==> src/rtl/led_tick_ctrl.sv <==
// Step-enable generator for the LED chaser: debounced faster/slower buttons pick one of
// eight tick periods, and a debounced pause switch freezes the prescaler.
module led_tick_ctrl #(
    parameter int unsigned DEB_CYCLES = 500000,
    parameter int unsigned BASE_DIV   = 65536,
    parameter int unsigned INIT_LEVEL = 3
) (
    input  logic       iCLK,
    input  logic       iRST_N,
    input  logic       iBTN_UP,
    input  logic       iBTN_DN,
    input  logic       iPAUSE,
    output logic       oTICK,
    output logic [2:0] oLEVEL,
    output logic       oPAUSED
);

    localparam int IDX_UP    = 0;
    localparam int IDX_DN    = 1;
    localparam int IDX_PAUSE = 2;

    logic [2:0]  r_sync1;
    logic [2:0]  r_sync2;
    logic [2:0]  r_db;
    logic [2:0]  r_db_d;
    logic [31:0] r_deb_cnt [3];
    logic [2:0]  r_level;
    logic [31:0] r_presc;

    logic        w_up_ev;
    logic        w_dn_ev;
    logic        w_paused;
    logic [2:0]  w_level_nxt;
    logic        w_lvl_chg;
    logic [31:0] w_period;
    logic [31:0] w_last;
    logic        w_tick;

    // Two-flop synchronizers feed independent stable-count debouncers; r_db_d gives edge detect.
    always_ff @(posedge iCLK or negedge iRST_N) begin
        if (!iRST_N) begin
            r_sync1 <= '0;
            r_sync2 <= '0;
            r_db    <= '0;
            r_db_d  <= '0;
            for (int i = 0; i < 3; i++) begin
                r_deb_cnt[i] <= '0;
            end
        end else begin
            r_sync1 <= {iPAUSE, iBTN_DN, iBTN_UP};
            r_sync2 <= r_sync1;
            r_db_d  <= r_db;
            for (int i = 0; i < 3; i++) begin
                if (r_sync2[i] == r_db[i]) begin
                    r_deb_cnt[i] <= '0;
                end else if (r_deb_cnt[i] == DEB_CYCLES - 32'd1) begin
                    r_db[i]      <= ~r_db[i];
                    r_deb_cnt[i] <= '0;
                end else begin
                    r_deb_cnt[i] <= r_deb_cnt[i] + 32'd1;
                end
            end
        end
    end

    assign w_up_ev  = r_db[IDX_UP] & ~r_db_d[IDX_UP];
    assign w_dn_ev  = r_db[IDX_DN] & ~r_db_d[IDX_DN];
    assign w_paused = r_db[IDX_PAUSE];

    always_comb begin
        w_level_nxt = r_level;
        if (w_up_ev && !w_dn_ev && r_level != 3'd7) begin
            w_level_nxt = r_level + 3'd1;
        end else if (w_dn_ev && !w_up_ev && r_level != 3'd0) begin
            w_level_nxt = r_level - 3'd1;
        end
    end

    // A saturated press is not a change, so it leaves the prescaler running.
    assign w_lvl_chg = (w_level_nxt != r_level);
    assign w_period  = 32'(BASE_DIV) << (3'd7 - r_level);
    assign w_last    = w_period - 32'd1;
    assign w_tick    = !w_paused && !w_lvl_chg && (r_presc == w_last);

    always_ff @(posedge iCLK or negedge iRST_N) begin
        if (!iRST_N) begin
            r_level <= 3'(INIT_LEVEL);
            r_presc <= '0;
        end else begin
            r_level <= w_level_nxt;
            if (w_lvl_chg) begin
                r_presc <= '0;
            end else if (w_paused) begin
                r_presc <= r_presc;
            end else if (r_presc == w_last) begin
                r_presc <= '0;
            end else begin
                r_presc <= r_presc + 32'd1;
            end
        end
    end

    assign oTICK   = w_tick;
    assign oLEVEL  = r_level;
    assign oPAUSED = w_paused;

endmodule

==> config.mk <==
export PLATFORM = sky130hd
export DESIGN_NAME = led_tick_ctrl
export DESIGN_NICKNAME = d
export VERILOG_FILES = /design/src/rtl/led_tick_ctrl.sv
export SDC_FILE = /design/constraint.sdc
export NUM_CORES = 1
export LEC_CHECK = 0
export ABC_CLOCK_PERIOD_IN_PS = 7900
export CAP_MARGIN = 20
export CORE_MARGIN = 3
export CORE_UTILIZATION = 50
export DETAILED_ROUTE_END_ITERATION = 12
export PLACE_DENSITY_LB_ADDON = 0.12
export SLEW_MARGIN = 20
export SYNTH_ARGS = -nofsm -noshare
export SYNTH_HDL_FRONTEND = slang
export SYNTH_SLANG_ARGS = --single-unit
==> constraint.sdc <==
create_clock -name iCLK -period 7.9 [get_ports iCLK]
set_clock_uncertainty 0.05 [all_clocks]
set_input_delay 0.79 -clock iCLK [delete_from_list [all_inputs] [get_ports iCLK]]
set_output_delay 0.79 -clock iCLK [all_outputs]
set_load 0.05 [all_outputs]
# After elaboration in Yosys (flattened, before gate mapping)
# Index checks and enable logic that the tools add are counted.
word_totals:
  regBits: 142
  in_bits: 5
  out_inout_bits: 5
classes:
  add_sub_neg: 8
  n_eq_ne: 10
  shifts: 1
  mux: 11
  bitwise: 10
  reduce_logical: 14
op_table:
  columns: ["op", "count"]
  rows:
  - ["32-bit 2-to-1 mux", 9]
  - ["32-bit by 1-bit adder with 32-bit output (second input constant)", 4]
  - ["32-bit by 19-bit == test with 1-bit output (second input constant)", 3]
  - ["32-bit == test", 1]
  - ["17-bit by 3-bit left shift with 32-bit output (first input constant)", 1]
  - ["32-bit by 1-bit subtractor with 32-bit output (second input constant)", 1]
  - ["1-bit inverter", 8]
  - ["1-bit logical AND", 6]
  - ["3-bit 2-to-1 mux", 2]
  - ["2-bit AND reduction", 3]
  - ["1-bit logical NOT", 4]
  - ["3-bit by 1-bit adder with 3-bit output (second input constant)", 1]
  - ["1-bit == test", 3]
  - ["3-bit inequality test", 1]
  - ["3-bit inequality test (second input constant)", 1]
  - ["3-bit nonzero test", 1]
  - ["3-bit by 1-bit subtractor with 3-bit output (second input constant)", 1]
  - ["3-bit subtractor (first input constant)", 1]
  - ["1-bit bitwise AND", 2]
  - ["2-bit by 1-bit inequality test with 1-bit output (second input constant)", 1]

# Logic depth before layout (Yosys ltp)
# Gate-level depths: netlist (run 1).
logic_depth:
  depth_word: 11
  depth_mapped: 14
  mapped_depth_nobuf: 11

# Least setup slack after synthesis (run 1)
# No wires, ideal clock.
synth_timing:
  kind: "register to output"
  from: "reg r_level[2] (netlist: oLEVEL[2])"
  to: "out oTICK"
  arrival_time_ns: 3.279
  setup_slack_ns: 3.781
  path_stages_with_launch: 13
  cell_sequence: "dfrtp_1 buf_2 inv_1 ha_1 or4_1 a21oi_1 ha_1 xnor2_1 nor4_1 nand3_1 nor2_1 nand4_1 nor2_1"
synth_between:
  elab_chain_len: 8
  elab_cells_between_ends: 16
  classes_between: "4 x add/sub; 3 x eq/ne; 1 x shift; 2 x mux; 6 x reduce/logical"
synth_rtl:
  columns: ["element", "line", "text"]
  rows:
  - ["start, declared", "27", "logic [2:0] r_level;"]
  - ["start signal, assigned", "87", "r_level <= 3'(INIT_LEVEL);"]
  - ["start signal, assigned", "90", "r_level <= w_level_nxt;"]
  - ["parallel branches: the longest is 7 deep, another holds 32-bit by 1-bit subtractor with 32-bit output", null, null]
  - ["1-bit logical AND *", "83", "assign w_tick = !w_paused && !w_lvl_chg && (r_presc == w_last);"]
  - ["end, declared", "13", "output logic oTICK,"]
# Mark *: on every way between the ends.

# Worst setup path after layout (run 1)
layout_timing:
  from: "reg r_level[1] (netlist: oLEVEL[1])"
  to: "out oTICK"
# The elaborated chain is that of the path after synthesis.

==> out/results.ini, run 1 <==
[placed_design]
place_congestion=0.8508
detailedPlacementHpwl_um=9782
io_buffers=9

[pwr]
internal_power_uw=1274
pwr-share-comb=0.020
irDropWorstVdd_v=0.0001717
p_switching_uw=362.9
clkPwrFrac=0.530
p_leak_uw=0.003551
seqPwrFrac=0.450
swShare=0.2218
power_per_cell_area_nw_per_um2=199.1

[worst_setup_path]
cp-start-kind=register
r2r_end=r_presc[13]$_DFFE_PN0P_
rrSetupSlack_ps=3920
crit_required_ps=7060
r2r-start=oLEVEL[1]$_DFF_PN1_
path_max_fanout=10
r2r_cells=11
worstPathArrival_ps=4070
endpoint_kind=output pin
critPathKind=reg -> out

[yosys]
synth_top_family_by_area=simple AND/OR/NAND/NOR gates
synth_adder_area_share=0.02048
synth_seq_area_share=0.4850
syn_area_sq_um=7332
synth_warnings=0
synth_async_sr_flop_share=1.000
yosys.area_share.simple=0.2887
synth.avg_cell_area_sq_um=9.485
yosysUniqueCellTypes=59
ys_seq_elements=142
ys.flop_type=dfrtp_1
synthXorXnorAreaFrac=0.1254
synthMuxAreaShare=0.005802
syn_inst=773
synth_fp_nets=790
synth-compound-area-share=0.05375
synth_edf_count=0

[final_layout]
final_layout_size_suffix_gt1_frac=0.06944
area_growth_pct=12.10
fin_util=0.5831
fill_cells=1226
diodes=0
nets=796

[detailed_routing]
postRouteAntennaNets=0
dr.first_iter.drc_count=360
drt-vias-per-instance=5.771
drt_wl_total_um=15350
firstDrtPassIters=5
post_drt_wl_per_cell_um=15.79
vias=5609
drc=0

[sta]
slew_headroom=0.3130
setup_viol=0
setup_tns_ps=0
max_freq_mhz=203.8
fin_crit_ps=4906
final_max_slew_viol_count=0
fin_crit_sh=0.6210
worstMarginPinSlew_ps=1021
hold_violations=0
rsz0062_at_grt=no

[global_routing]
antenna_found_initial=0
grt_pass1_vias=5650
grt_max_degree=83
grt_overflow=0
grt_use_total=0.2036
grt_first_pass_wirelength_um=26900

[clocking]
cts_buffer_depth=2
htreeDepth=4
path_clk_slew_ps=60
cts_setup_buffers=0
clk_latency_ps=430
clock_sinks=142
cts-buffers-inserted=17
cts_root_buf=clkbuf_16
hold_buffers=0
cts_tree=yes
ctsResizeCount=0

[status]
status=completed

[run]
maxCapViolations=0

[floorplan]
pin_count=10
design.die.area_sq_um=16150
core_area_sq_um=14100
row_count=43
fp.dieW_um=127.1
die_y_um=127.1
start_util=0.5201

[hold_path]
hold_class=in -> async

## worst max-delay path by stage
stage	start	end	slack [ps]	cells past startpoint
after floorplan	oLEVEL[2]$_DFF_PN0_	oTICK	3780	12
after global placement	oLEVEL[1]$_DFF_PN1_	oTICK	3440	12
after detailed placement	oLEVEL[1]$_DFF_PN1_	oTICK	3410	12
after CTS	oLEVEL[1]$_DFF_PN1_	oTICK	2930	12
after global routing	oLEVEL[1]$_DFF_PN1_	oTICK	2750	12
final	oLEVEL[1]$_DFF_PN1_	oTICK	2990	12
## Yosys cell counts, drive strengths merged, types with 2 or more instances
cell type	number	share of area
nand4	38	0.032
o21ai	13	0.0089
or2	6	0.0051
and4	14	0.017
xor2	70	0.084
clkbuf	19	0.0097
nand2	72	0.037
and3	27	0.023
o31ai	2	0.0020
ha	12	0.020
nor4	22	0.019
o311ai	5	0.0060
or3	10	0.0085
mux2	2	0.0031
xnor2	35	0.042
o211ai	8	0.0089
nor2b	5	0.0043
or4b	2	0.0027
a21oi	9	0.0061
a31o	2	0.0024
a31oi	2	0.0017
and2	9	0.0077
mux2i	2	0.0027
nand2b	4	0.0034
nor4bb	4	0.0055
inv	14	0.0072
or4	4	0.0046
o21a	2	0.0020
nor2	129	0.066
buf	5	0.0039
dfstp	2	0.0072
nand3	48	0.033
dfrtp	140	0.48
nand3b	3	0.0031
a22o	2	0.0024
nor3	16	0.012
## power by group through the flow
stage                     Clock, uW  Combinational, uW  Sequential (uW)
after CTS                       884               33.6              737
after global routing            919               37.8              737
after global placement            0               32.5              750
final                           868               32.1              737
after detailed placement          0               33.4              750
after floorplan                   0               13.9              749
## logic make-up after synthesis
group                    Yosys count
flip-flops                       142
adder cells (fa/ha/maj)           12
AND/OR/NAND/NOR                  416
multiplexers                       4
XOR/XNOR                         105
buffers and inverters             38
AO/OA/AOI/OAI                     56
## sequential cells by signal, indices dropped and copies added, names as in the netlist
name       flops
r_sync1        3
r_presc       32
r_db_d         2
r_sync2        3
r_deb_cnt     96
oLEVEL         3
r_db           3
## critical path: stages (launching register included)
cell and delay (ps):
dfstp_2 630, inv_1 110, ha_1 240, or4_1 540
a21oi_1 140, ha_1 250, xnor2_1 130, nor4_1 190
nand3_1 190, nor2_1 130, nand4_1 80, nor2_1 160
clkdlybuf4s50_1 850
## routing by layer
layer	part of all wire	up-vias	routed length, um	GRT usage
met1	0.47	2766	7280	0.2699
met2	0.47	97	7278	0.3319
met4	0.015	0	226	0.06435
li1	-	2726	-	-
met3	0.036	20	560	0.04975
met5	0	-	0	0
## layout make-up
class,instances,area (sq um),area share
well taps,180,225.2,0.02740
repair buffers,11,110.1,0.01340
clock inverters,15,210.2,0.02557
multi-input cells,593,3640,0.4428
clock buffers,17,425.4,0.05176
inverters,14,52.55,0.006394
flip-flops and latches,142,3556,0.4326
## through the flow
step	setup slack (ps)	hold slack, ps	instance area, sq um	std cells	total power [uW]
5_1_grt	2754	304.9	8219	972	1694
6_report	2994	290.9	8219	972	1636
2_1_floorplan	3781	281.2	7332	773	763.2
3_3_place_gp	3444	284.2	7569	940	782.2
3_5_place_dp	3413	286.3	7577	940	783.4
4_1_cts	2930	300.8	8213	972	1654
## cell usage in the layout (no fill, tap or decap), drive strengths merged, types with 8 or more instances in the layout
cell type      Yosys  layout
and4              14      14
nand4             38      38
nor3              16      16
and3              27      27
clkdlybuf4s50      0       8
xnor2             35      35
o21ai             13      13
nor2             129     129
ha                12      12
a21oi              9       9
dfrtp            140     140
xor2              70      70
and2               9       9
clkbuf            19      17
nor4              22      22
inv               14      18
o211ai             8       8
nand3             48      48
or3               10      10
nand2             72      72
No activity file was read; power rests on OpenSTA's default activity.
==> run 2: changes to the inputs <==
ABC_CLOCK_PERIOD_IN_PS = 4900   (was 7900)
clock period = 4.9 ns   (was 7.9 ns; I/O delays follow)
==> run 2 against run 1 <==
  * Register-to-register slack got worse by 3000 ps
  * Clock-buffer cell count rose by 3
  * Worst setup slack got worse by 2700 ps
  * Sequential cell count did not move
  * Global-route usage fell by 0.83 points
  * Via count fell by 1.1%
  * Die area did not move
  * Critical endpoint unchanged
  * Largest power group unchanged
==> out/results.ini, run 2 (same netlist as run 1, synthesis figures left out) <==
[worst_setup_path]
path_max_fanout=10
crit_required_ps=4360
worstPathArrival_ps=4060
endpoint_kind=output pin
r2r_cells=11
critPathKind=reg -> out
cp-start-kind=register

[sta]
worstMarginPinSlew_ps=1006
setup_tns_ps=0
rsz0062_at_grt=no
hold_violations=0
max_freq_mhz=217.2
fin_crit_ps=4605
final_max_slew_viol_count=0
slew_headroom=0.3235
fin_crit_sh=0.9398
setup_viol=0

[floorplan]
design.die.area_sq_um=16150
die_y_um=127.1
fp.dieW_um=127.1
start_util=0.5201
row_count=43
core_area_sq_um=14100
pin_count=10

[clocking]
cts_buffer_depth=2
cts_tree=yes
hold_buffers=0
ctsResizeCount=0
path_clk_slew_ps=60
cts_setup_buffers=0
clock_sinks=142
cts_root_buf=clkbuf_16
cts-buffers-inserted=17
clk_latency_ps=420
htreeDepth=4

[final_layout]
final_cell_mix=dfrtp_1, nor2_1, nand2_1
diodes=0
largest_reg_flops=96
final_layout_size_suffix_gt1_frac=0.06818
nets=797
area_growth_pct=12.00
reg_top3=r_deb_cnt: 96 flops, r_presc: 32 flops
final_common_cell=dfrtp_1
fin_util=0.5825
max_flop_register=r_deb_cnt

[pwr]
irDropWorstVdd_v=0.0002177
p_leak_uw=0.003553
power_per_cell_area_nw_per_um2=317.5

[detailed_routing]
firstDrtPassIters=5
drc=0
postRouteAntennaNets=0
post_drt_wl_per_cell_um=15.20
drt_wl_total_um=14780
drt-vias-per-instance=5.705
vias=5545
dr.first_iter.drc_count=377

[global_routing]
grt_overflow=0
grt_max_degree=104
grt_first_pass_wirelength_um=25890
grt_use_total=0.1953
grt_pass1_vias=5486
antenna_found_initial=0

[placed_design]
detailedPlacementHpwl_um=9755
place_congestion=0.8515
io_buffers=9

[run]
maxCapViolations=0

[hold_path]
hold_class=in -> async

[status]
status=completed

[run 2: cell types whose count changed in the layout (fill, tap and decap cells not counted), sizes merged]
cell / before / now
buf: 3 / 4
clkbuf: 17 / 20
clkinv: 6 / 5
clkinvlp: 1 / 2
inv: 18 / 14
[run 2: layer usage]
layer | track usage | vias up | share of wire
met2 | 0.3154 | 109 | 0.47
met4 | 0.06688 | 0 | 0.013
met5 | 0 | - | 0
li1 | - | 2713 | -
met1 | 0.2629 | 2704 | 0.48
met3 | 0.04264 | 19 | 0.037
[run 2: final timing paths]
check	slack, ps	from	to
max reg2reg	930	oLEVEL[1]$_DFF_PN1_	r_presc[22]$_DFFE_PN0P_
min reg2reg	300	r_sync1[2]$_DFF_PN0_	r_sync2[2]$_DFF_PN0_
max	300	oLEVEL[1]$_DFF_PN1_	oTICK
min in group iCLK	300	r_sync1[2]$_DFF_PN0_	r_sync2[2]$_DFF_PN0_
max in group asynchronous	3650	iRST_N	r_deb_cnt[8]$_DFF_PN0_
min	100	iRST_N	r_presc[22]$_DFFE_PN0P_
[run 2: worst max-delay path: stages (launching register included)]
cell and delay (ps):
dfstp_2 620, inv_1 100, ha_1 230, or4_1 530
a21oi_1 140, ha_1 260, xnor2_1 130, nor4_1 200
nand3_1 200, nor2_1 150, nand4_1 90, nor2_1 160
clkdlybuf4s50_1 830
[run 2: layout make-up]
cell class	instances	area (sq um)
Fill cell	1225	5884
Inverter	14	52.55
Multi-Input combinational cell	593	3633
Timing Repair Buffer	12	113.9
Sequential cell	142	3556
Clock buffer	20	466.7
Clock inverter	11	163.9
Tap cell	180	225.2
[run 2: report_power, final]
part	total (uW)	switching, uW	internal, uW
logic	51.4	40.5	10.9
registers	1190	6.60	1180
clock network	1370	482	886
[run 2: metrics by stage]
step / instance area [sq um] / hold WS (ps) / instances / total power (uW) / worst slack, ps
after floorplan: 7332 / 144.4 / 773 / 1230 / 1081
after global placement: 7576 / 282.8 / 941 / 1261 / 765.1
after detailed placement: 7579 / 284.7 / 941 / 1263 / 707.8
after CTS: 8209 / 175.8 / 972 / 2640 / 251.3
after global routing: 8212 / 205.7 / 972 / 2700 / 80.02
final: 8212 / 96.80 / 972 / 2608 / 295.1
